--- config.mk ---
export PLATFORM = sky130hd
export DESIGN_NAME = mem_bus_bridge
export DESIGN_NICKNAME = d
export VERILOG_FILES = /design/src/rtl/mem_bus_bridge.sv
export SDC_FILE = /design/constraint.sdc
export NUM_CORES = 1
export LEC_CHECK = 0
export ABC_AREA = 1
export BUFFER_PORTS_ARGS = -buffer_cell sky130_fd_sc_hd__buf_4
export CAP_MARGIN = 0
export CORE_AREA = 4 4 148 150
export CTS_CLUSTER_SIZE = 28
export DETAILED_ROUTE_END_ITERATION = 10
export DIE_AREA = 0 0 152 154
export GPL_TIMING_DRIVEN = 0
export HOLD_SLACK_MARGIN = 0.15
export PLACE_DENSITY = 0.54
export SLEW_MARGIN = 30
export SYNTH_ARGS = -nofsm -noshare
export SYNTH_HDL_FRONTEND = slang
export SYNTH_SLANG_ARGS = --single-unit
export TNS_END_PERCENT = 10
--- constraint.sdc ---
create_clock -name clk -period 4.58 [get_ports clk]
set_input_delay 0.916 -clock clk [delete_from_list [all_inputs] [get_ports clk]]
set_output_delay 0.916 -clock clk [all_outputs]
set_load 0.01 [all_outputs]
--- src/rtl/mem_bus_bridge.sv ---
// mem_bus_bridge
//
// Memory-side bridge between the multicycle control unit and a single
// word-wide external bus. One-cycle memory_read / memory_write requests from
// the control unit become a registered valid/ack bus transaction. Read data is
// steered into the instruction register (IR) or the memory data register
// (MDR). While an access is in flight, stall freezes the control unit and
// every datapath write enable. Misaligned and timed-out accesses raise a
// sticky bus_error and complete without data (IR gets NOP_INSTR, MDR gets 0).
//
// Ports
//   clk, rst            : rising-edge clock, synchronous active-high reset
//   memory_read/_write  : request pulses from the control unit
//   lorD                : address select (0 = pc, 1 = alu_addr)
//   ir_write            : read targets IR when set with memory_read
//   pc, alu_addr        : candidate addresses
//   store_data          : write data
//   bus_req/we/addr/wdata : registered bus request fields
//   bus_ack, bus_rdata  : slave completion and read data
//   instr, mdr          : IR and MDR contents
//   stall               : combinational hold for the control unit
//   bus_error           : sticky fault flag, cleared only by rst

module mem_bus_bridge #(
    parameter int unsigned TIMEOUT_CYCLES = 255,
    parameter logic [31:0] NOP_INSTR      = 32'h00000013
) (
    input  logic        clk,
    input  logic        rst,
    input  logic        memory_read,
    input  logic        memory_write,
    input  logic        lorD,
    input  logic        ir_write,
    input  logic [31:0] pc,
    input  logic [31:0] alu_addr,
    input  logic [31:0] store_data,
    output logic        bus_req,
    output logic        bus_we,
    output logic [31:0] bus_addr,
    output logic [31:0] bus_wdata,
    input  logic        bus_ack,
    input  logic [31:0] bus_rdata,
    output logic [31:0] instr,
    output logic [31:0] mdr,
    output logic        stall,
    output logic        bus_error
);

    // Counter only has to reach TIMEOUT_CYCLES-1.
    localparam int unsigned CW = (TIMEOUT_CYCLES > 1) ? $clog2(TIMEOUT_CYCLES) : 1;
    localparam logic [CW-1:0] CNT_LAST = CW'(TIMEOUT_CYCLES - 1);

    typedef enum logic [1:0] {
        IDLE = 2'd0,
        REQ  = 2'd1,
        DONE = 2'd2
    } state_t;

    state_t        state_q, state_d;
    logic          bus_req_q, bus_req_d;
    logic          bus_we_q, bus_we_d;
    logic [31:0]   bus_addr_q, bus_addr_d;
    logic [31:0]   bus_wdata_q, bus_wdata_d;
    logic          dest_ir_q, dest_ir_d;
    logic [CW-1:0] cnt_q, cnt_d;
    logic [31:0]   instr_q, instr_d;
    logic [31:0]   mdr_q, mdr_d;
    logic          bus_error_q, bus_error_d;

    logic          req;
    logic [31:0]   req_addr;
    logic          req_we;
    logic          req_dest_ir;

    // Request decode from the control unit. Write wins when both are high,
    // and only a pure read with ir_write targets the IR.
    always_comb begin
        req         = memory_read | memory_write;
        req_addr    = lorD ? alu_addr : pc;
        req_we      = memory_write;
        req_dest_ir = ir_write & memory_read & ~memory_write;
    end

    // Next-state and register updates. A faulted read (misaligned or
    // timed out) still completes, loading a harmless NOP into IR or zero
    // into MDR so the control unit can advance without garbage.
    always_comb begin
        state_d     = state_q;
        bus_req_d   = bus_req_q;
        bus_we_d    = bus_we_q;
        bus_addr_d  = bus_addr_q;
        bus_wdata_d = bus_wdata_q;
        dest_ir_d   = dest_ir_q;
        cnt_d       = cnt_q;
        instr_d     = instr_q;
        mdr_d       = mdr_q;
        bus_error_d = bus_error_q;

        case (state_q)
            IDLE: begin
                if (req) begin
                    if (req_addr[1:0] != 2'b00) begin
                        bus_error_d = 1'b1;
                        state_d     = DONE;
                        if (!req_we) begin
                            if (req_dest_ir) instr_d = NOP_INSTR;
                            else             mdr_d   = 32'h0;
                        end
                    end else begin
                        state_d     = REQ;
                        bus_req_d   = 1'b1;
                        bus_addr_d  = req_addr;
                        bus_we_d    = req_we;
                        bus_wdata_d = store_data;
                        dest_ir_d   = req_dest_ir;
                        cnt_d       = '0;
                    end
                end
            end

            REQ: begin
                if (bus_ack) begin
                    if (!bus_we_q) begin
                        if (dest_ir_q) instr_d = bus_rdata;
                        else           mdr_d   = bus_rdata;
                    end
                    bus_req_d = 1'b0;
                    state_d   = DONE;
                end else if (cnt_q == CNT_LAST) begin
                    bus_req_d   = 1'b0;
                    bus_error_d = 1'b1;
                    state_d     = DONE;
                    if (!bus_we_q) begin
                        if (dest_ir_q) instr_d = NOP_INSTR;
                        else           mdr_d   = 32'h0;
                    end
                end else begin
                    cnt_d = cnt_q + 1'b1;
                end
            end

            DONE: begin
                state_d = IDLE;
            end

            default: begin
                state_d   = IDLE;
                bus_req_d = 1'b0;
            end
        endcase
    end

    // State and datapath registers with synchronous reset.
    always_ff @(posedge clk) begin
        if (rst) begin
            state_q     <= IDLE;
            bus_req_q   <= 1'b0;
            bus_we_q    <= 1'b0;
            bus_addr_q  <= 32'h0;
            bus_wdata_q <= 32'h0;
            dest_ir_q   <= 1'b0;
            cnt_q       <= '0;
            instr_q     <= NOP_INSTR;
            mdr_q       <= 32'h0;
            bus_error_q <= 1'b0;
        end else begin
            state_q     <= state_d;
            bus_req_q   <= bus_req_d;
            bus_we_q    <= bus_we_d;
            bus_addr_q  <= bus_addr_d;
            bus_wdata_q <= bus_wdata_d;
            dest_ir_q   <= dest_ir_d;
            cnt_q       <= cnt_d;
            instr_q     <= instr_d;
            mdr_q       <= mdr_d;
            bus_error_q <= bus_error_d;
        end
    end

    // Stall covers the request cycle in IDLE and every REQ cycle; DONE
    // releases the control unit.
    always_comb begin
        stall = ((state_q == IDLE) & req) | (state_q == REQ);
    end

    assign bus_req   = bus_req_q;
    assign bus_we    = bus_we_q;
    assign bus_addr  = bus_addr_q;
    assign bus_wdata = bus_wdata_q;
    assign instr     = instr_q;
    assign mdr       = mdr_q;
    assign bus_error = bus_error_q;

endmodule

==> impl_results.html <==
<table>
<tr><th>Metric</th><th>Value</th></tr>
<tr><th colspan="2">Routing</th></tr>
<tr><td>Via/cell ratio</td><td>4.41</td></tr>
<tr><td>Total via count after detailed routing</td><td>6213</td></tr>
<tr><td>Remaining routing DRC violations</td><td>0</td></tr>
<tr><td>Total length of routed met3 wires</td><td>1.71 mm</td></tr>
<tr><td>WL met1</td><td>9.52 mm</td></tr>
<tr><td>Routed length on met2</td><td>10.1 mm</td></tr>
<tr><td>DRT Wirelength</td><td>21.6 mm</td></tr>
<tr><td>Count of antenna-violating nets left after detailed routing</td><td>0</td></tr>
<tr><td>Count of TritonRoute iterations in the first routing pass</td><td>4</td></tr>
<tr><td>Wire per inst</td><td>15.3 um</td></tr>
<tr><td>Highest routing layer actually used</td><td>met4</td></tr>
<tr><td>Initial DRC count</td><td>260</td></tr>
<tr><th colspan="2">Yosys</th></tr>
<tr><td>Syn_nets</td><td>976</td></tr>
<tr><td>Seq/Total Area, Yosys</td><td>46.5%</td></tr>
<tr><td>Synthesized area</td><td>0.00612 sq mm</td></tr>
<tr><td>Synthesized flop and latch total</td><td>142</td></tr>
<tr><td>Count of warnings emitted by yosys</td><td>0</td></tr>
<tr><td>Share of async-settable or async-resettable flops after synthesis</td><td>0%</td></tr>
<tr><td>Average size of a mapped cell</td><td>7.29 sq um</td></tr>
<tr><td>Dominant synthesized flop cell</td><td>sky130_fd_sc_hd__dfxtp_1</td></tr>
<tr><td>EDFF count, synth</td><td>0</td></tr>
<tr><td>Number of standard cells after synthesis</td><td>839</td></tr>
<tr><td>Number of different library cells in the post-synthesis netlist</td><td>26</td></tr>
<tr><th colspan="2">Floorplanning</th></tr>
<tr><td>Starting density of the core</td><td>29.6%</td></tr>
<tr><td>Die width</td><td>152 um</td></tr>
<tr><td>Core area</td><td>0.0207 sq mm</td></tr>
<tr><td>Total Die Area</td><td>0.0234 sq mm</td></tr>
<tr><td>Top-level port count</td><td>267</td></tr>
<tr><td>Vertical extent of the die</td><td>154 um</td></tr>
<tr><td>Floorplan row count</td><td>53</td></tr>
<tr><th colspan="2">Timing</th></tr>
<tr><td>Worst clock skew</td><td>0.0123 ns</td></tr>
<tr><td>Shortest period the worst path allows</td><td>2.55 ns</td></tr>
<tr><td>Share of the cycle needed by the critical path after routing</td><td>55.7%</td></tr>
<tr><td>Slew margin rel.</td><td>50.1%</td></tr>
<tr><td>Sum Neg Setup Slack</td><td>0 ns</td></tr>
<tr><td>Worst Hold Slack</td><td>0.448 ns</td></tr>
<tr><td>RSZ-0062 raised after global routing</td><td>false</td></tr>
<tr><td>Final max-slew violation count</td><td>0</td></tr>
<tr><td>Highest attainable clock frequency</td><td>0.392 GHz</td></tr>
<tr><td>Worst setup slack after layout</td><td>2.03 ns</td></tr>
<tr><td>Transition time at the pin with the least slew margin</td><td>0.748 ns</td></tr>
<tr><td>Fin. Hold Viols</td><td>0</td></tr>
<tr><td>Number of failing setup endpoints in the final timing report</td><td>0</td></tr>
<tr><th colspan="2">Critical path</th></tr>
<tr><td>FF-to-FF Start</td><td>cnt_q[0]$_SDFFE_PP0P_</td></tr>
<tr><td>Maximum single-stage delay on the critical path</td><td>0.29 ns</td></tr>
<tr><td>CP Cell Sequence</td><td>buf_4, nor2_1, a21oi_1, buf_4</td></tr>
<tr><td>Worst-path cell with the longest stage delay</td><td>sky130_fd_sc_hd__nor2_1</td></tr>
<tr><td>Required time at the endpoint of the critical path</td><td>3.66 ns</td></tr>
<tr><td>Worst-path fanout max</td><td>4</td></tr>
<tr><td>Category of the worst setup path capture point</td><td>primary output</td></tr>
<tr><td>Critical Path Start</td><td>memory_write</td></tr>
<tr><td>Slack of the worst reg-to-reg path</td><td>2.64 ns</td></tr>
<tr><td>Buffers plus inverters on the worst setup path</td><td>2</td></tr>
<tr><td>Cell repeated most along the worst path</td><td>sky130_fd_sc_hd__buf_4</td></tr>
<tr><td>Worst Path Arrival</td><td>1.64 ns</td></tr>
<tr><td>Startpoint types</td><td>input port</td></tr>
<tr><td>Critical setup path kind</td><td>input port to primary output</td></tr>
<tr><td>Cell family contributing the most delay on the critical path</td><td>buffers and inverters</td></tr>
<tr><th colspan="2">Hold path</th></tr>
<tr><td>Startpoint of the lowest-slack hold path</td><td>bus_error$_SDFFE_PP0P_</td></tr>
<tr><td>Path category of the worst min-delay check</td><td>register to register</td></tr>
<tr><th colspan="2">Cells and area</th></tr>
<tr><td>Layout cells sized above 1</td><td>30.7%</td></tr>
<tr><td>Post-route non-filler standard cell count</td><td>1409</td></tr>
<tr><td>Area Growth Syn to Fin</td><td>48.4%</td></tr>
<tr><td>Fill cell count</td><td>2227</td></tr>
<tr><td>Antenna Diode Count</td><td>0</td></tr>
<tr><td>Number of nets in the final layout</td><td>1260</td></tr>
<tr><th colspan="2">Placement</th></tr>
<tr><td>Setup WS pre-CTS</td><td>1.96 ns</td></tr>
<tr><td>Final RePlAce weighted congestion</td><td>0.818</td></tr>
<tr><td>Number of placed instances with taps included</td><td>1379</td></tr>
<tr><td>Count of port buffers added during placement</td><td>265</td></tr>
<tr><td>HPWL after detailed placement</td><td>17.0 mm</td></tr>
<tr><th colspan="2">Clock tree</th></tr>
<tr><td>TritonCTS clock tree</td><td>done</td></tr>
<tr><td>Clock transition at the registers of the reported paths</td><td>0.06 ns</td></tr>
<tr><td>Sink Count</td><td>142</td></tr>
<tr><td>Clock latency on the worst-skew pair</td><td>0.43 ns</td></tr>
<tr><td>Total of cells resized after clock tree synthesis</td><td>0</td></tr>
<tr><td>CTS hold repair buffers</td><td>0</td></tr>
<tr><td>Maximum clock insertion buffer count</td><td>2</td></tr>
<tr><td>Buffers inserted during post-CTS setup optimization</td><td>0</td></tr>
<tr><td>Number of buffers inserted during clock tree synthesis</td><td>17</td></tr>
<tr><td>Clock Root Buffer</td><td>sky130_fd_sc_hd__clkbuf_16</td></tr>
<tr><td>Count of H-tree levels built during CTS</td><td>4</td></tr>
<tr><th colspan="2">Power</th></tr>
<tr><td>Static leakage</td><td>4.58 nW</td></tr>
<tr><td>Power density over cell area</td><td>399 mW/mm^2</td></tr>
<tr><td>Pwr Total</td><td>3.62 mW</td></tr>
<tr><td>Worst vdd rail ir drop</td><td>0.240 mV</td></tr>
<tr><th colspan="2">GRT</th></tr>
<tr><td>Number of antenna violations at the first check in global routing</td><td>0</td></tr>
<tr><td>Wire length of the first global-routing pass</td><td>33.5 mm</td></tr>
<tr><td>Aggregate global-route resource usage</td><td>17.9%</td></tr>
<tr><td>Pin count of the biggest net entering global routing</td><td>17</td></tr>
<tr><td>Total congestion overflow</td><td>0</td></tr>
<tr><td>Via count of the first global-routing pass</td><td>6099</td></tr>
<tr><th colspan="2">Run</th></tr>
<tr><td>Number of max-cap violations</td><td>0</td></tr>
<tr><th colspan="2">Run status</th></tr>
<tr><td>Outcome</td><td>complete, no violations</td></tr>
</table>
-- logic make-up after synthesis --
family	synth area share [%]
AOI/OAI and AO/OA	12.0
xor gates and xnor gates	0.573
adders and majority gates	0.409
buffers and inverters	8.84
DFF	46.5
muxes	4.91
and+or+nand+nor	26.8
-- tightest hold or removal path: stages (launching register included) --
cell,delay [ns]
sky130_fd_sc_hd__dfxtp_1,0.31
sky130_fd_sc_hd__inv_1,0.04
sky130_fd_sc_hd__a21oi_1,0.05
-- metal layers --
metal  vias up  global-route usage [%]
met1      2731                    22.6
met3        14                    5.99
met2       218                    29.6
met5         -                       0
li1       3250                       -
met4         0                    4.79
-- registers in the layout (all words and copies together), names as in the netlist --
signal     count
bus_addr      32
bus_wdata     32
instr         32
mdr           32
cnt_q          8
state_q        2
bus_error      1
bus_req        1
bus_we         1
dest_ir_q      1
-- synthesized netlist by cell type (2+ instances only) --
| cell type | n | area, sq um |
|---|---|---|
| sky130_fd_sc_hd__nand3_1 | 55 | 275 |
| sky130_fd_sc_hd__o21ai_0 | 63 | 315 |
| sky130_fd_sc_hd__nor2_2 | 2 | 12.5 |
| sky130_fd_sc_hd__mux2i_1 | 30 | 300 |
| sky130_fd_sc_hd__a21oi_1 | 83 | 415 |
| sky130_fd_sc_hd__inv_2 | 6 | 22.5 |
| sky130_fd_sc_hd__clkbuf_1 | 17 | 63.8 |
| sky130_fd_sc_hd__dfxtp_1 | 142 | 2840 |
| sky130_fd_sc_hd__ha_1 | 2 | 25.0 |
| sky130_fd_sc_hd__inv_1 | 51 | 191 |
| sky130_fd_sc_hd__nor2_4 | 4 | 45.0 |
| sky130_fd_sc_hd__nand2_2 | 5 | 31.3 |
| sky130_fd_sc_hd__nor2_1 | 168 | 631 |
| sky130_fd_sc_hd__buf_1 | 5 | 18.8 |
| sky130_fd_sc_hd__buf_6 | 9 | 101 |
| sky130_fd_sc_hd__nand2_1 | 159 | 597 |
| sky130_fd_sc_hd__buf_2 | 21 | 105 |
| sky130_fd_sc_hd__xor2_1 | 3 | 26.3 |
| sky130_fd_sc_hd__buf_4 | 5 | 37.5 |
| sky130_fd_sc_hd__nor3_1 | 3 | 15.0 |
-- path summary, 6_finish.rpt --
kind | endpoint | cells past startpoint
setup / recovery | stall | 4
setup reg to reg | instr[10]$_SDFFE_PP0P_ | 13
hold reg to reg | bus_error$_SDFFE_PP0P_ | 2
hold / removal | bus_error$_SDFFE_PP0P_ | 2
-- stage by stage --
step | utilization, % | cell area [sq um]
2_1_floorplan | - | 6120
3_3_place_gp | 40.8 | 8450
3_5_place_dp | 40.8 | 8450
4_1_cts | 43.9 | 9080
5_1_grt | 43.9 | 9080
6_report | 43.9 | 9080
-- final cells by class --
type,count,area (sq um),share of cell area [%]
multi-input cells,583,2730,30.1
inverters,57,214,2.36
clock inverters,10,161,1.78
clock buffers,20,467,5.14
plain buffers,57,327,3.60
well taps,275,344,3.79
flip-flops and latches,142,2840,31.3
repair buffers,265,1990,21.9
-- placed cells by master, fill, tap and decap left out, types with 3 or more instances in the layout --
| cell type | count |
|---|---|
| sky130_fd_sc_hd__a21oi_1 | 83 |
| sky130_fd_sc_hd__buf_1 | 5 |
| sky130_fd_sc_hd__buf_2 | 21 |
| sky130_fd_sc_hd__buf_4 | 270 |
| sky130_fd_sc_hd__buf_6 | 9 |
| sky130_fd_sc_hd__bufinv_16 | 4 |
| sky130_fd_sc_hd__clkbuf_1 | 17 |
| sky130_fd_sc_hd__clkbuf_16 | 17 |
| sky130_fd_sc_hd__clkbuf_8 | 3 |
| sky130_fd_sc_hd__clkinv_2 | 3 |
| sky130_fd_sc_hd__dfxtp_1 | 142 |
| sky130_fd_sc_hd__inv_1 | 51 |
| sky130_fd_sc_hd__inv_2 | 6 |
| sky130_fd_sc_hd__mux2i_1 | 30 |
| sky130_fd_sc_hd__nand2_1 | 159 |
| sky130_fd_sc_hd__nand2_2 | 5 |
| sky130_fd_sc_hd__nand3_1 | 55 |
| sky130_fd_sc_hd__nor2_1 | 168 |
| sky130_fd_sc_hd__nor2_4 | 4 |
| sky130_fd_sc_hd__nor3_1 | 3 |
| sky130_fd_sc_hd__o21ai_0 | 63 |
| sky130_fd_sc_hd__xor2_1 | 3 |
-- power breakdown --
part           switching, mW  internal (mW)  total, mW  leakage, nW
Clock                  0.538          0.950       1.49        0.312
Sequential            0.0618           1.34       1.40         1.16
Combinational          0.386          0.340      0.726         3.10
Total                  0.986           2.63       3.62         4.58
(Power assumes the default switching activity.)
